`src/rtl/fifo_rd_packer_pkg.sv`:
```
// Shared defaults for the byte-wide async FIFO and its read-side packer.
package fifo_rd_packer_pkg;
    localparam int FIFO_W_DEFAULT = 8;
    localparam int PACK_N_DEFAULT = 4;
endpackage

```
`src/rtl/fifo_rd_packer.sv`:
```
// Read-domain consumer: pops FIFO entries, packs N of them per output word,
// and emits a keep-masked partial word on flush.
module fifo_rd_packer
    import fifo_rd_packer_pkg::*;
#(
    parameter int W = FIFO_W_DEFAULT,
    parameter int N = PACK_N_DEFAULT
) (
    input  logic           rd_clk,
    input  logic           rd_reset_n,
    input  logic           fifo_empty,
    output logic           fifo_rd_en,
    input  logic [W-1:0]   fifo_rd_data,
    input  logic           flush,
    output logic           out_valid,
    input  logic           out_ready,
    output logic [N*W-1:0] out_data,
    output logic [N-1:0]   out_keep,
    output logic           out_last
);

    localparam int CW = $clog2(N + 1);
    localparam logic [CW-1:0] CNT_FULL = CW'(N);

    logic [N*W-1:0] asm_q;
    logic [CW-1:0]  cnt;
    logic           pend;
    logic           flush_req;
    logic [CW:0]    inflight;
    logic           out_free;
    logic           flush_ready;
    logic           do_word;
    logic           do_flush_emit;
    logic           do_flush_drop;

    function automatic logic [N-1:0] keep_mask(input logic [CW-1:0] c);
        logic [N-1:0] m;
        for (int i = 0; i < N; i++) begin
            m[i] = (CW'(i) < c);
        end
        return m;
    endfunction

    function automatic logic [N*W-1:0] data_mask(input logic [N-1:0] k);
        logic [N*W-1:0] m;
        for (int i = 0; i < N; i++) begin
            m[i*W +: W] = {W{k[i]}};
        end
        return m;
    endfunction

    // Entries already captured plus the one in flight must leave room in asm.
    assign inflight      = {1'b0, cnt} + {{CW{1'b0}}, pend};
    assign fifo_rd_en    = rd_reset_n & ~fifo_empty & ~flush_req & (inflight < {1'b0, CNT_FULL});
    assign out_free      = ~out_valid | out_ready;
    assign do_word       = (cnt == CNT_FULL) & out_free;
    assign flush_ready   = flush_req & ~pend;
    assign do_flush_emit = flush_ready & (cnt != '0) & (cnt != CNT_FULL) & out_free;
    assign do_flush_drop = flush_ready & (cnt == '0);

    // Control and output register
    always_ff @(posedge rd_clk or negedge rd_reset_n) begin
        if (!rd_reset_n) begin
            cnt       <= '0;
            pend      <= 1'b0;
            flush_req <= 1'b0;
            out_valid <= 1'b0;
            out_data  <= '0;
            out_keep  <= '0;
            out_last  <= 1'b0;
        end else begin
            pend      <= fifo_rd_en;
            flush_req <= flush | (flush_req & ~(do_flush_emit | do_flush_drop));

            if (pend) begin
                cnt <= cnt + CW'(1);
            end else if (do_word | do_flush_emit) begin
                cnt <= '0;
            end

            if (do_word) begin
                out_data  <= asm_q;
                out_keep  <= '1;
                out_last  <= 1'b0;
                out_valid <= 1'b1;
            end else if (do_flush_emit) begin
                out_data  <= asm_q & data_mask(keep_mask(cnt));
                out_keep  <= keep_mask(cnt);
                out_last  <= 1'b1;
                out_valid <= 1'b1;
            end else if (out_ready) begin
                out_valid <= 1'b0;
            end
        end
    end

    // Assembly register: data only, slots beyond cnt are masked on flush
    always_ff @(posedge rd_clk) begin
        if (pend) begin
            for (int i = 0; i < N; i++) begin
                if (cnt == CW'(i)) begin
                    asm_q[i*W +: W] <= fifo_rd_data;
                end
            end
        end
    end

endmodule

```
`config.mk`:
```
export PLATFORM = sky130hd
export DESIGN_NAME = fifo_rd_packer
export DESIGN_NICKNAME = d
export VERILOG_FILES = /design/src/rtl/fifo_rd_packer_pkg.sv /design/src/rtl/fifo_rd_packer.sv
export SDC_FILE = /design/constraint.sdc
export NUM_CORES = 1
export LEC_CHECK = 0
export ABC_AREA = 1
export BUFFER_PORTS_ARGS = -buffer_cell sky130_fd_sc_hd__clkbuf_2
export CORE_ASPECT_RATIO = 0.6
export CORE_UTILIZATION = 45
export DETAILED_ROUTE_END_ITERATION = 7
export GPL_ROUTABILITY_DRIVEN = 0
export HOLD_SLACK_MARGIN = 0.02
export PLACE_DENSITY = 0.66
export SLEW_MARGIN = 10
export SYNTH_ARGS = -nofsm -noshare
export SYNTH_HDL_FRONTEND = slang
export SYNTH_SLANG_ARGS = --single-unit
```
`constraint.sdc`:
```
create_clock -name rd_clk -period 1.9 [get_ports rd_clk]
set_input_delay 0.095 -clock rd_clk [delete_from_list [all_inputs] [get_ports rd_clk]]
set_output_delay 0.095 -clock rd_clk [all_outputs]
set_load 0.005 [all_outputs]
```
==> results of run 1 <==
-- cell usage in the layout (no fill, tap or decap), types with 4 or more instances in the layout --
master	n
clkbuf_16	9
nor2_1	29
nand3_1	39
clkbuf_2	51
edfxtp_1	32
buf_4	13
bufinv_16	4
nand2_1	93
inv_1	42
dlygate4sd3_1	7
dfrtp_1	42
-- cells by family (layout without fill, tap and decap cells) --
family	after synthesis	after routing	share of synthesized area, %
adders and majority gates	3	3	1.217
buffers and inverters	57	131	8.272
and+or+nand+nor	171	171	23.88
AOI/OAI and AO/OA	3	3	0.6080
DFF	75	75	66.02
-- flip-flops by register name, indices dropped and copies added, names as in the netlist --
| signal | flops |
|---|---|
| out_last | 1 |
| out_data | 32 |
| cnt | 3 |
| out_keep | 4 |
| flush_req | 1 |
| out_valid | 1 |
| asm_q | 32 |
| pend | 1 |
-- layer usage --
metal  global-route usage [%]  vias to the layer above
li1                         -                     1111
met1                    30.73                     1055
met2                    27.91                       59
met3                    5.911                       10
met4                    8.108                        0
met5                        0                        -
-- final timing paths --
kind	startpoint	end	slack (ns)
min	fifo_rd_data[0]	asm_q[16]$_DFFE_PP_	0.03
min reg2reg	out_last$_DFFE_PN0P_	out_last$_DFFE_PN0P_	0.47
max reg2reg	cnt[1]$_DFFE_PN0P_	cnt[1]$_DFFE_PN0P_	0.25
max in group asynchronous	rd_reset_n	cnt[2]$_DFFE_PN0P_	1.00
min in group asynchronous	rd_reset_n	out_data[21]$_DFFE_PN0P_	0.49
max	cnt[2]$_DFFE_PN0P_	fifo_rd_en	0.23
-- what timing repair did --
action                                 in CTS  in global routing
gates resized for setup                     1                  0
hold buffers                                7                  0
endpoints found under the hold margin      61                  0
setup buffers                               0                  2
setup endpoints to repair                   1                  1
-- power by group --
group,internal [mW],leakage [nW],total (mW),switching (mW)
Sequential,2.01,0.867,2.17,0.167
Combinational,0.492,1.05,1.32,0.823
Clock,1.41,0.174,2.01,0.603
Total,3.91,2.09,5.50,1.59
-- final cells by class --
type	instances	share of cell area, %
clock buffers	10	5.898
clock inverters	6	3.319
inverters	44	4.254
multi-input cells	177	20.43
flip-flops and latches	75	52.50
well taps	84	2.707
repair buffers	71	10.89
-- worst register-to-register path: cells and delay by family, from the launching register on --
kind | cells | cell delay (ns)
simple gates | 4 | 0.54
buf+inv | 3 | 0.46
flops | 1 | 0.36
fa+ha+maj | 1 | 0.22
-- stage by stage --
stage | utilization, % | area [um^2] | hold WS (ns) | worst slack [ns]
global placement | 54.07 | 3438 | 0.2840 | 0.3247
detailed placement | 54.07 | 3438 | 0.2919 | 0.2597
global route | 61.06 | 3882 | 0.02138 | 0.1146
CTS | 60.82 | 3867 | 0.02138 | 0.09268
floorplan | - | 3085 | -0.2006 | 0.2930
finish | 61.06 | 3882 | 0.03461 | 0.2324
==> impl_metrics.csv, run 1 <==
group,metric,value,unit
drt,vias,2235,
finish,drive_above_1_share,22.72,%
pwr,p_per_area,1417,nW/um^2
sta,hold_viol,0,
clock_tree,clk_pin_slew,0.06,ns
finish,fin_cells,467,
sta,tightestPinTransition,0.5615,ns
clock_tree,cts-root-buf,"clkbuf_16",
global_routing,antenna_found_initial,0,
synthesis,synth.avg_cell_area,9.985,um^2
worst_setup_path,cp.required,1.80,ns
drt,first_iter_violations,161,
drt,wl_met3,333,um
clock_tree,cts_tree,"done",
finish,seq_area,2038,um^2
drt,wl_met2,2644,um
die,die-width,108.9,um
synthesis,synth_top_area_share,34.87,%
worst_setup_path,cpMaxStageDelayCell,"dfrtp_2",
global_routing,grt_max_degree,44,
job,drv_cap,0,
synthesis,syn-num-nets,325,
global_routing,grt_pass1_wl,10550,um
drt,drtPass1Iterations,4,
finish,area_growth,25.83,%
worst_setup_path,start_kind,"register",
clock_tree,cts_max_level,3,
die,num_rows,22,
placed_design,dp.cells,442,
sta,finalSetupTns,0,ns
synthesis,synth_area,3085,um^2
die,start_util,48.52,%
sta,finalCritPeriodShare,87.77,%
pwr,vdd_ir_drop_max,0.6537,mV
pwr,power.total,5.500,mW
synthesis,ys.flop_type,"dfrtp_1",
clock_tree,cts_max_path_buffers,2,
finish,n_antenna_cell,0,
sta,fmax,599.7,MHz
drt,met1_length,3415,um
worst_setup_path,crit_path_max_incr_delay,0.44,ns
placed_design,io_buffers,51,
pwr,power.leakage,2.095,nW
drt,top_layer,"met4",
sta,period_needed,1.668,ns
synthesis,syn_inst,309,
drt,ant_nets,0,
worst_setup_path,end_kind,"output port",
drt,wl_per_cell,13.89,um
worst_setup_path,reg2regPathDepth,8,
clock_tree,insertion_delay,0.33,ns
worst_setup_path,cp.depth,5,
drt,drc,0,
drt,routed_wirelength,6486,um
die,die_area,7203,um^2
synthesis,synth_edf_count,32,
synthesis,yosysMostFrequentCell,"nand2_1",
worst_setup_path,cp_top_family,"buffers and inverters",
die,boundaryPins,52,
hold_path,min_path_type,"primary input to register",
synthesis,ys_top_cells_by_area,"dfrtp_1, edfxtp_1, nand2_1, nand3_1, inv_1",
hold_path,hold_path_depth,1,
die,die_h,66.14,um
worst_setup_path,path_cells,"buf_4 -> nor3_1 -> buf_4 -> nor3_1 -> clkbuf_2",
placed_design,dpl.hpwl,4414,um
outcome,status,"complete, no violations",
synthesis,ys_warn_count,0,
worst_setup_path,critPathKind,"register to output port",
finish,nets,394,
worst_setup_path,crit_buf_inv,3,
synthesis,seq_area_frac_synth,66.02,%
synthesis,synth_top_cell_by_area,"dfrtp_1",
worst_setup_path,critPathArrivalTime,1.57,ns
global_routing,grt_pass1_vias,2046,
global_routing,grt_overflow,0,
clock_tree,numCtsBuffers,9,
worst_setup_path,crit_path_max_fanout,9,
sta,rsz0062_at_grt,"no",
synthesis,yosys-top-cells-count,"nand2_1, dfrtp_1, inv_1, nand3_1, edfxtp_1",
sta,fin_worst_skew,0.005807,ns
clock_tree,cts.sinks,75,
drt,via_per_inst,4.786,
synthesis,async_flop_share,57.33,%
sta,drv_slew,0,
synthesis,synth-seq-cells,75,
sta,setup_viol,0,
finish,multiInputGateArea,793.3,um^2
finish,fill_cells,541,
synthesis,synthDistinctLibCells,18,
die,core_area,6359,um^2
sta,max_slew_margin,62.57,%
global_routing,grt_use_total,20.62,%
Note: power is estimated with default switching activity, not from simulation.
==> run 2: changes to the inputs <==
--- a/config.mk
+++ b/config.mk
@@ -12,7 +12,7 @@
 export DETAILED_ROUTE_END_ITERATION = 7
 export GPL_ROUTABILITY_DRIVEN = 0
 export HOLD_SLACK_MARGIN = 0.02
-export PLACE_DENSITY = 0.66
+export PLACE_DENSITY = 0.72
 export SLEW_MARGIN = 10
 export SYNTH_ARGS = -nofsm -noshare
 export SYNTH_HDL_FRONTEND = slang
==> run 2 against run 1 <==
Compared with the run above:
- fmax is 5.8% higher
- routed wire length is 0.37% lower
- register-to-register slack better by 0.07 ns
- final area is 3.4% lower
- clock-buffer cell count is 2 higher
- via count is 1.8% lower
- clock skew is 0.0029 ns lower
- sequential share of layout area is 1.8 points higher
- critical endpoint is now out_data[12]$_DFFE_PN0P_
- highest routed layer unchanged
==> impl_metrics.csv, run 2 (synthesis results as in run 1) <==
group,metric,value,unit
drt,routed_wirelength,6462,um
finish,finish.utilization,59.01,%
sta,drv_slew,0,
global_routing,grt_overflow,0,
worst_setup_path,crit_path_max_fanout,40,
clock_tree,numCtsBuffers,9,
hold_path,min_path_type,"primary input to register",
sta,rsz0062_at_grt,"no",
drt,ant_nets,0,
global_routing,grt_pass1_wl,10910,um
sta,period_needed,1.576,ns
global_routing,grt_max_degree,44,
die,num_rows,22,
worst_setup_path,critPathKind,"register to register",
drt,vias,2194,
job,drv_cap,0,
worst_setup_path,start_kind,"register",
drt,drtPass1Iterations,4,
placed_design,io_buffers,51,
outcome,status,"complete, no violations",
drt,wl_per_cell,13.93,um
worst_setup_path,reg2regPathDepth,8,
sta,fmax,634.3,MHz
finish,n_antenna_cell,0,
die,core_area,6359,um^2
die,boundaryPins,52,
finish,top_regs,"asm_q (32), out_data (32), out_keep (4)",
hold_path,hold_path_depth,1,
finish,most-common-layout-cells,"nand2_1, clkbuf_2, dfrtp_1",
die,die_h,66.14,um
drt,drc,0,
clock_tree,clk_pin_slew,0.05,ns
pwr,p_per_area,1316,nW/um^2
global_routing,antenna_found_initial,0,
global_routing,grt_pass1_vias,2248,
finish,final_common_cell,"nand2_1",
clock_tree,cts_tree,"done",
sta,tightestPinTransition,0.5443,ns
sta,hold_viol,0,
clock_tree,postCtsSetupBuffers,0,
pwr,power.leakage,2.033,nW
clock_tree,cts.sinks,75,
die,start_util,48.52,%
finish,fill_cells,579,
finish,drive_above_1_share,21.32,%
sta,fin_worst_skew,0.002898,ns
clock_tree,ctsResizeCount,0,
clock_tree,insertion_delay,0.33,ns
worst_setup_path,critPathArrivalTime,1.84,ns
placed_design,dpl.hpwl,4366,um
drt,via_per_inst,4.728,
worst_setup_path,end_kind,"register",
global_routing,grt_use_total,21.29,%
clock_tree,cts_max_level,3,
pwr,vdd_ir_drop_max,0.6842,mV
clock_tree,cts_max_path_buffers,2,
clock_tree,hold_buffers,5,
die,die_area,7203,um^2
drt,first_iter_violations,123,
finish,nets,391,
clock_tree,cts-root-buf,"clkbuf_16",
sta,setup_viol,0,
worst_setup_path,cp.required,2.17,ns
sta,hold_ws,0.02607,ns
die,die-width,108.9,um
finish,area_growth,21.61,%
sta,max_slew_margin,63.71,%
sta,finalSetupTns,0,ns
sta,finalCritPeriodShare,82.97,%
run 2: per-stage QoR:
step	power, mW	worst slack [ns]	instances	instance area (um^2)
floorplan	3.026	0.2930	309	3085
global placement	3.461	0.4254	442	3438
detailed placement	3.504	0.3728	442	3438
CTS	4.987	0.3377	463	3742
global route	5.284	0.2278	464	3752
finish	4.938	0.3235	464	3752
run 2: cell type report:
cell class              instances  area, um^2  share of cell area [%]
flip-flops and latches         75        2037                   54.28
clock buffers                  12       236.5                   6.302
well taps                      84       105.1                   2.801
multi-input cells             177       793.3                   21.14
inverters                      44       165.2                   4.401
repair buffers                 68       397.9                   10.60
clock inverters                 4       17.52                  0.4668
run 2: path summary, 6_finish.rpt:
kind / slack (ns) / end / from
min reg2reg: 0.48 / out_last$_DFFE_PN0P_ / out_last$_DFFE_PN0P_
max: 0.32 / out_data[12]$_DFFE_PN0P_ / cnt[0]$_DFFE_PN0P_
min in group asynchronous: 0.47 / out_data[28]$_DFFE_PN0P_ / rd_reset_n
max in group asynchronous: 1.05 / out_data[31]$_DFFE_PN0P_ / rd_reset_n
max reg2reg: 0.32 / out_data[12]$_DFFE_PN0P_ / cnt[0]$_DFFE_PN0P_
min: 0.03 / asm_q[6]$_DFFE_PP_ / fifo_rd_data[6]
run 2: worst max-delay path, cell delays in order (launching register included):
cell	delay [ns]
dfrtp_1	0.34
inv_1	0.07
ha_1	0.24
nand2_1	0.11
inv_2	0.05
nand2_4	0.06
buf_4	0.37
nand3_1	0.15
nand2_1	0.10
run 2: layer usage:
metal  global-route usage [%]  up-vias  share of wire, %
met2                    32.55       82                44
met4                    7.939        0               1.1
li1                         -     1098                 -
met1                    27.99     1006                46
met5                        0        -                 0
met3                    7.389        8               8.9
run 2: power breakdown:
part | switching, mW | total, mW | leakage [nW] | internal (mW)
Combinational | 0.807 | 1.29 | 1.04 | 0.480
Sequential | 0.176 | 2.18 | 0.869 | 2.01
Clock | 0.599 | 1.47 | 0.125 | 0.870
Total | 1.58 | 4.94 | 2.03 | 3.36
